<file path="src/rtl/hazard_tracker.sv">
// hazard_tracker
//   Tracks the register specifiers of the instructions in X, M and W for the
//   bypass unit. Detects the load-use hazard between the load in X and the
//   instruction in D, and produces the PC/D stall controls.
//
// Ports
//   clk, reset       : rising-edge clock, asynchronous active-high reset
//   ID_instr         : instruction in D (32 bits)
//   ID_valid         : D holds a real instruction
//   branch_taken     : instruction in X redirects the PC this cycle
//   mem_busy         : data memory not ready, whole pipeline freezes
//   IX_RS1/RS2/RD    : specifiers of the instruction in X
//   IM_RS2/IM_RD     : specifiers of the instruction in M
//   IW_RD            : destination of the instruction in W
//   IX_is_load       : X holds a load
//   stall_f/stall_d  : hold PC / hold the D register
//   stall_count      : saturating count of load-use stall cycles
module hazard_tracker #(
  parameter int STALL_CNT_W = 16
) (
  input  logic                   clk,
  input  logic                   reset,
  input  logic [31:0]            ID_instr,
  input  logic                   ID_valid,
  input  logic                   branch_taken,
  input  logic                   mem_busy,
  output logic [4:0]             IX_RS1,
  output logic [4:0]             IX_RS2,
  output logic [4:0]             IX_RD,
  output logic [4:0]             IM_RS2,
  output logic [4:0]             IM_RD,
  output logic [4:0]             IW_RD,
  output logic                   IX_is_load,
  output logic                   stall_f,
  output logic                   stall_d,
  output logic [STALL_CNT_W-1:0] stall_count
);

  localparam logic [6:0] OP_R     = 7'b0110011;
  localparam logic [6:0] OP_IALU  = 7'b0010011;
  localparam logic [6:0] OP_LOAD  = 7'b0000011;
  localparam logic [6:0] OP_STORE = 7'b0100011;
  localparam logic [6:0] OP_BR    = 7'b1100011;
  localparam logic [6:0] OP_JALR  = 7'b1100111;
  localparam logic [6:0] OP_LUI   = 7'b0110111;
  localparam logic [6:0] OP_AUIPC = 7'b0010111;
  localparam logic [6:0] OP_JAL   = 7'b1101111;

  localparam logic [STALL_CNT_W-1:0] CNT_ONE = {{(STALL_CNT_W-1){1'b0}}, 1'b1};
  localparam logic [STALL_CNT_W-1:0] CNT_MAX = {STALL_CNT_W{1'b1}};

  // funct3/funct7 play no part in specifier tracking.
  logic unused_instr_bits;
  assign unused_instr_bits = ^{ID_instr[31:25], ID_instr[14:12]};

  logic       rs1_used, rs2_used, rd_used, dec_ld;
  logic [4:0] dec_rs1, dec_rs2, dec_rd;
  logic       hz;

  logic [4:0] rs1_p0_q, rs1_p0_d;
  logic [4:0] rs2_p0_q, rs2_p0_d;
  logic [4:0] rd_p0_q,  rd_p0_d;
  logic       ld_p0_q,  ld_p0_d;
  logic [4:0] rs2_p1_q, rs2_p1_d;
  logic [4:0] rd_p1_q,  rd_p1_d;
  logic [4:0] rd_p2_q,  rd_p2_d;
  logic [STALL_CNT_W-1:0] cnt_q, cnt_d;

  // D: decode which fields the instruction actually uses.
  always_comb begin
    rs1_used = 1'b0;
    rs2_used = 1'b0;
    rd_used  = 1'b0;
    dec_ld   = 1'b0;
    if (ID_valid) begin
      unique case (ID_instr[6:0])
        OP_R:             begin rs1_used = 1'b1; rs2_used = 1'b1; rd_used = 1'b1; end
        OP_IALU, OP_JALR: begin rs1_used = 1'b1; rd_used = 1'b1; end
        OP_LOAD:          begin rs1_used = 1'b1; rd_used = 1'b1; dec_ld = 1'b1; end
        OP_STORE, OP_BR:  begin rs1_used = 1'b1; rs2_used = 1'b1; end
        OP_LUI, OP_AUIPC, OP_JAL: rd_used = 1'b1;
        default: ;
      endcase
    end
    dec_rs1 = rs1_used ? ID_instr[19:15] : 5'd0;
    dec_rs2 = rs2_used ? ID_instr[24:20] : 5'd0;
    dec_rd  = rd_used  ? ID_instr[11:7]  : 5'd0;
  end

  // A load writing x0 produces nothing to wait for.
  assign hz = ld_p0_q & (rd_p0_q != 5'd0) & ID_valid &
              (((dec_rs1 == rd_p0_q) & rs1_used) | ((dec_rs2 == rd_p0_q) & rs2_used));

  // A taken branch discards the D instruction, so its hazard is moot.
  assign stall_f = (hz & ~branch_taken) | mem_busy;
  assign stall_d = stall_f;

  always_comb begin
    rs1_p0_d = rs1_p0_q;
    rs2_p0_d = rs2_p0_q;
    rd_p0_d  = rd_p0_q;
    ld_p0_d  = ld_p0_q;
    rs2_p1_d = rs2_p1_q;
    rd_p1_d  = rd_p1_q;
    rd_p2_d  = rd_p2_q;
    cnt_d    = cnt_q;
    if (!mem_busy) begin
      rd_p2_d  = rd_p1_q;
      rs2_p1_d = rs2_p0_q;
      rd_p1_d  = rd_p0_q;
      if (hz | branch_taken) begin
        rs1_p0_d = 5'd0;
        rs2_p0_d = 5'd0;
        rd_p0_d  = 5'd0;
        ld_p0_d  = 1'b0;
      end else begin
        rs1_p0_d = dec_rs1;
        rs2_p0_d = dec_rs2;
        rd_p0_d  = dec_rd;
        ld_p0_d  = dec_ld;
      end
      if (hz && !branch_taken && (cnt_q != CNT_MAX)) begin
        cnt_d = cnt_q + CNT_ONE;
      end
    end
  end

  // D->X, X->M, M->W stage registers.
  always_ff @(posedge clk or posedge reset) begin
    if (reset) begin
      rs1_p0_q <= 5'd0;
      rs2_p0_q <= 5'd0;
      rd_p0_q  <= 5'd0;
      ld_p0_q  <= 1'b0;
      rs2_p1_q <= 5'd0;
      rd_p1_q  <= 5'd0;
      rd_p2_q  <= 5'd0;
      cnt_q    <= '0;
    end else begin
      rs1_p0_q <= rs1_p0_d;
      rs2_p0_q <= rs2_p0_d;
      rd_p0_q  <= rd_p0_d;
      ld_p0_q  <= ld_p0_d;
      rs2_p1_q <= rs2_p1_d;
      rd_p1_q  <= rd_p1_d;
      rd_p2_q  <= rd_p2_d;
      cnt_q    <= cnt_d;
    end
  end

  assign IX_RS1      = rs1_p0_q;
  assign IX_RS2      = rs2_p0_q;
  assign IX_RD       = rd_p0_q;
  assign IX_is_load  = ld_p0_q;
  assign IM_RS2      = rs2_p1_q;
  assign IM_RD       = rd_p1_q;
  assign IW_RD       = rd_p2_q;
  assign stall_count = cnt_q;

endmodule
</file>
<file path="config.mk">
export PLATFORM = sky130hd
export DESIGN_NAME = hazard_tracker
export DESIGN_NICKNAME = d
export VERILOG_FILES = /design/src/rtl/hazard_tracker.sv
export SDC_FILE = /design/constraint.sdc
export NUM_CORES = 1
export LEC_CHECK = 0
export ABC_CLOCK_PERIOD_IN_PS = 2200
export BUFFER_PORTS_ARGS = -buffer_cell sky130_fd_sc_hd__buf_2
export CAP_MARGIN = 20
export CORE_UTILIZATION = 45
export CTS_CLUSTER_SIZE = 24
export DETAILED_ROUTE_END_ITERATION = 6
export PLACE_DENSITY = 0.82
export SLEW_MARGIN = 20
export SYNTH_ARGS = -nofsm -noshare
export SYNTH_HDL_FRONTEND = slang
export SYNTH_SLANG_ARGS = --single-unit
</file>
<file path="constraint.sdc">
create_clock -name clk -period 2.2 [get_ports clk]
set_input_delay 0.44 -clock clk [delete_from_list [all_inputs] [get_ports clk]]
set_output_delay 0.44 -clock clk [all_outputs]
set_load 0.01 [all_outputs]
</file>
==> flow_summary.ini <==
[timing]
finalHoldViolCount = 0
drv_slew = 0
period_needed_ns = 2.28
grt_setup_unrepaired = yes
relSlewSlack_pct = 51.6
setup-tns-final_ns = -0.163
clock.fmax_ghz = 0.438
finalWorstSetupSlack_ns = -0.0816
tightest_slew_ns = 0.723
finalSetupViolations = 2
timing.hold.ws_ns = 0.193
fin_skew_ns = 0.00216
timing.final.crit_share_pct = 104

[grt]
grt_pass1_wl_um = 8470
antenna_found_initial = 0
first_global_vias = 1752
grt_overflow_total = 0
track_usage_pct = 20.5
grt_max_degree = 28

[floorplanning]
design.die.area_um2 = 5560
core_region_area_um2 = 5070
die_h_um = 74.6
start_util_pct = 46.7
row_count = 26
die_w_um = 74.6
ioPinCount = 86

[synthesis]
ys.flop_type = dfrtp_1
synth_cells = 212
synth_async_sr_flop_share_pct = 100
syn_area_um2 = 2370
synth_top_area_share_pct = 49.7
synth_top_area_cell = dfrtp_1
syn_avg_cell_area_um2 = 11.2
yosysSeqAreaShare_pct = 49.7
synth_edf_count = 0
synth_fp_nets = 250
synthTopCellsByArea = dfrtp_1 50%, xnor2_1 8.9%, mux2_2 7.6%, nand4_1 4.0%, nand2_1 2.9%
ys_warn_count = 0
yosys.cell_types.count = 40
ys_ff_latch = 47

[clocking]
htree_levels = 2
root_buffer = clkbuf_8
clk_pin_slew_ns = 0.08
ctsHoldBuffers = 0
cts_buffers = 5
cts.path.max_buffers = 2
insertion_delay_ns = 0.30
cts_tree = built
cts_num_sinks = 47

[finish]
final_cell_area_um2 = 2980
final_cell_mix = 73 x buf_2, 44 x dfrtp_1, 23 x xnor2_1, 18 x nand2_1, 16 x mux2_2
diodes = 0
fin_cells = 365
nets = 332
area_delta_synth_final_pct = 25.7
drive_above_1_share_pct = 42.4
final_common_cell = buf_2

[pwr]
p_switching_mw = 0.361
power_density_nw_per_um2 = 505
leakagePower_nw = 1.46
seq_power_share_pct = 57.9
comb_power_share_pct = 8.5
clkPwrFrac_pct = 33.6
sw_frac_of_total_pct = 24.1
vdd_drop_max_mv = 0.276
finalPower_mw = 1.50
p_int_mw = 1.14

[detailed_routing]
drt_iter0_drc = 103
routed_via_density = 5.41
ant_nets = 0
postRouteWirelength_um = 5510
vias = 1976
drc = 0
wl_per_cell_um = 15.1
drt_first_pass_iters = 4

[worst_setup_path]
crit_type = register to primary output
endpoint_kind = primary output
arrival_ns = 1.84
required_ns = 1.76
rr_worst_depth = 7
cp_max_fo = 4
ff2ff_setup_slack_ns = 0.13
cp-start-kind = register
reg2reg_to = stall_count[1]
regToRegStartpoint = IX_RD[1]

[place]
io_buffer_count = 75
gp_congestion = 0.799
placed_area_um2 = 2850
hpwlAfterDp_um = 4090
dp_cells = 354

[run]
maxCapViolations = 0

[outcome]
violations = setup timing
status = finished, violations left

[hold_path]
hp-class = input port to async pin
layer usage:
metal	global-route usage, %	vias to the layer above	part of all wire (%)
met3	4.20	8	4.0
met5	0	-	0
met2	32.5	56	50
met1	27.8	976	45
met4	7.34	0	1.3
li1	-	936	-
critical path, stage by stage (launching register included):
cell and delay (ns):
dfrtp_2 0.46, or4_4 0.55, o211ai_4 0.17, nand2b_4 0.16, o21bai_4 0.07, buf_6 0.13
synth_stat cells, types with 2 or more instances:
cell type and instances:
a32o_1 5, xnor2_1 24, nand4_1 15, nand3_1 13, nand2_1 18, clkbuf_1 7, and3_1 8, nand4b_1 5
nor2_1 7, mux2_2 16, inv_1 2, a22o_1 4, buf_6 3, o21ai_0 7, dfrtp_1 47, nor3_1 7
worst max path at each step:
stage | cells past startpoint | end | slack, ns | from
after floorplan | 6 | stall_f | 0.007 | IX_RD[3]
after global placement | 7 | IX_RD[1] | 0.07 | ID_instr[2]
after detailed placement | 7 | IX_RD[2] | 0.02 | ID_instr[2]
after CTS | 5 | stall_f | -0.08 | IX_RD[1]
after global routing | 5 | stall_f | -0.14 | IX_RD[1]
final | 5 | stall_f | -0.08 | IX_RD[1]
power groups by stage:
stage	clock, mW	combinational [mW]	sequential [mW]
CTS	0.522	0.127	0.869
detailed placement	0	0.124	0.887
floorplan	0	0.0688	0.888
global placement	0	0.120	0.886
finish	0.505	0.128	0.869
global route	0.557	0.140	0.870
sequential cells by signal, summed over array words and instances (netlist names):
| register | cells |
|---|---|
| IX_is_load | 1 |
| IX_RD | 5 |
| IM_RS2 | 5 |
| IX_RS2 | 5 |
| IW_RD | 5 |
| stall_count | 16 |
| IX_RS1 | 5 |
| IM_RD | 5 |
logic make-up (layout without fill, tap and decap cells):
logic type / after synthesis / after routing / share of synthesized area, %
AOI/OAI and AO/OA: 23 / 23 / 8.72
xor gates and xnor gates: 25 / 25 / 9.24
adders and majority gates: 1 / 1 / 0.528
buffers and inverters: 14 / 97 / 3.38
DFF: 47 / 47 / 49.7
muxes: 16 / 16 / 7.61
and+or+nand+nor: 86 / 86 / 20.9
area by class of cell:
| type | instances | area [µm²] |
|---|---|---|
| Clock buffer | 6 | 72.6 |
| Inverter | 2 | 7.51 |
| Tap cell | 70 | 87.6 |
| Sequential cell | 47 | 1180 |
| Multi-Input combinational cell | 151 | 1140 |
| Timing Repair Buffer | 87 | 478 |
| Clock inverter | 2 | 12.5 |
| Fill cell | 442 | 2100 |
stage by stage:
stage | setup WS [ns] | utilization [%]
2_1_floorplan | 0.00747 | -
3_3_place_gp | 0.0717 | 56.1
3_5_place_dp | 0.0201 | 56.1
4_1_cts | -0.0821 | 58.5
5_1_grt | -0.135 | 58.7
6_report | -0.0816 | 58.7
timing repair:
item | in CTS | in global routing
setup endpoints to repair | 2 | 2
pin swaps | 2 | 3
resized for setup | 3 | 1
setup buffers | 3 | 0
Note: power is estimated with default switching activity, not from simulation.
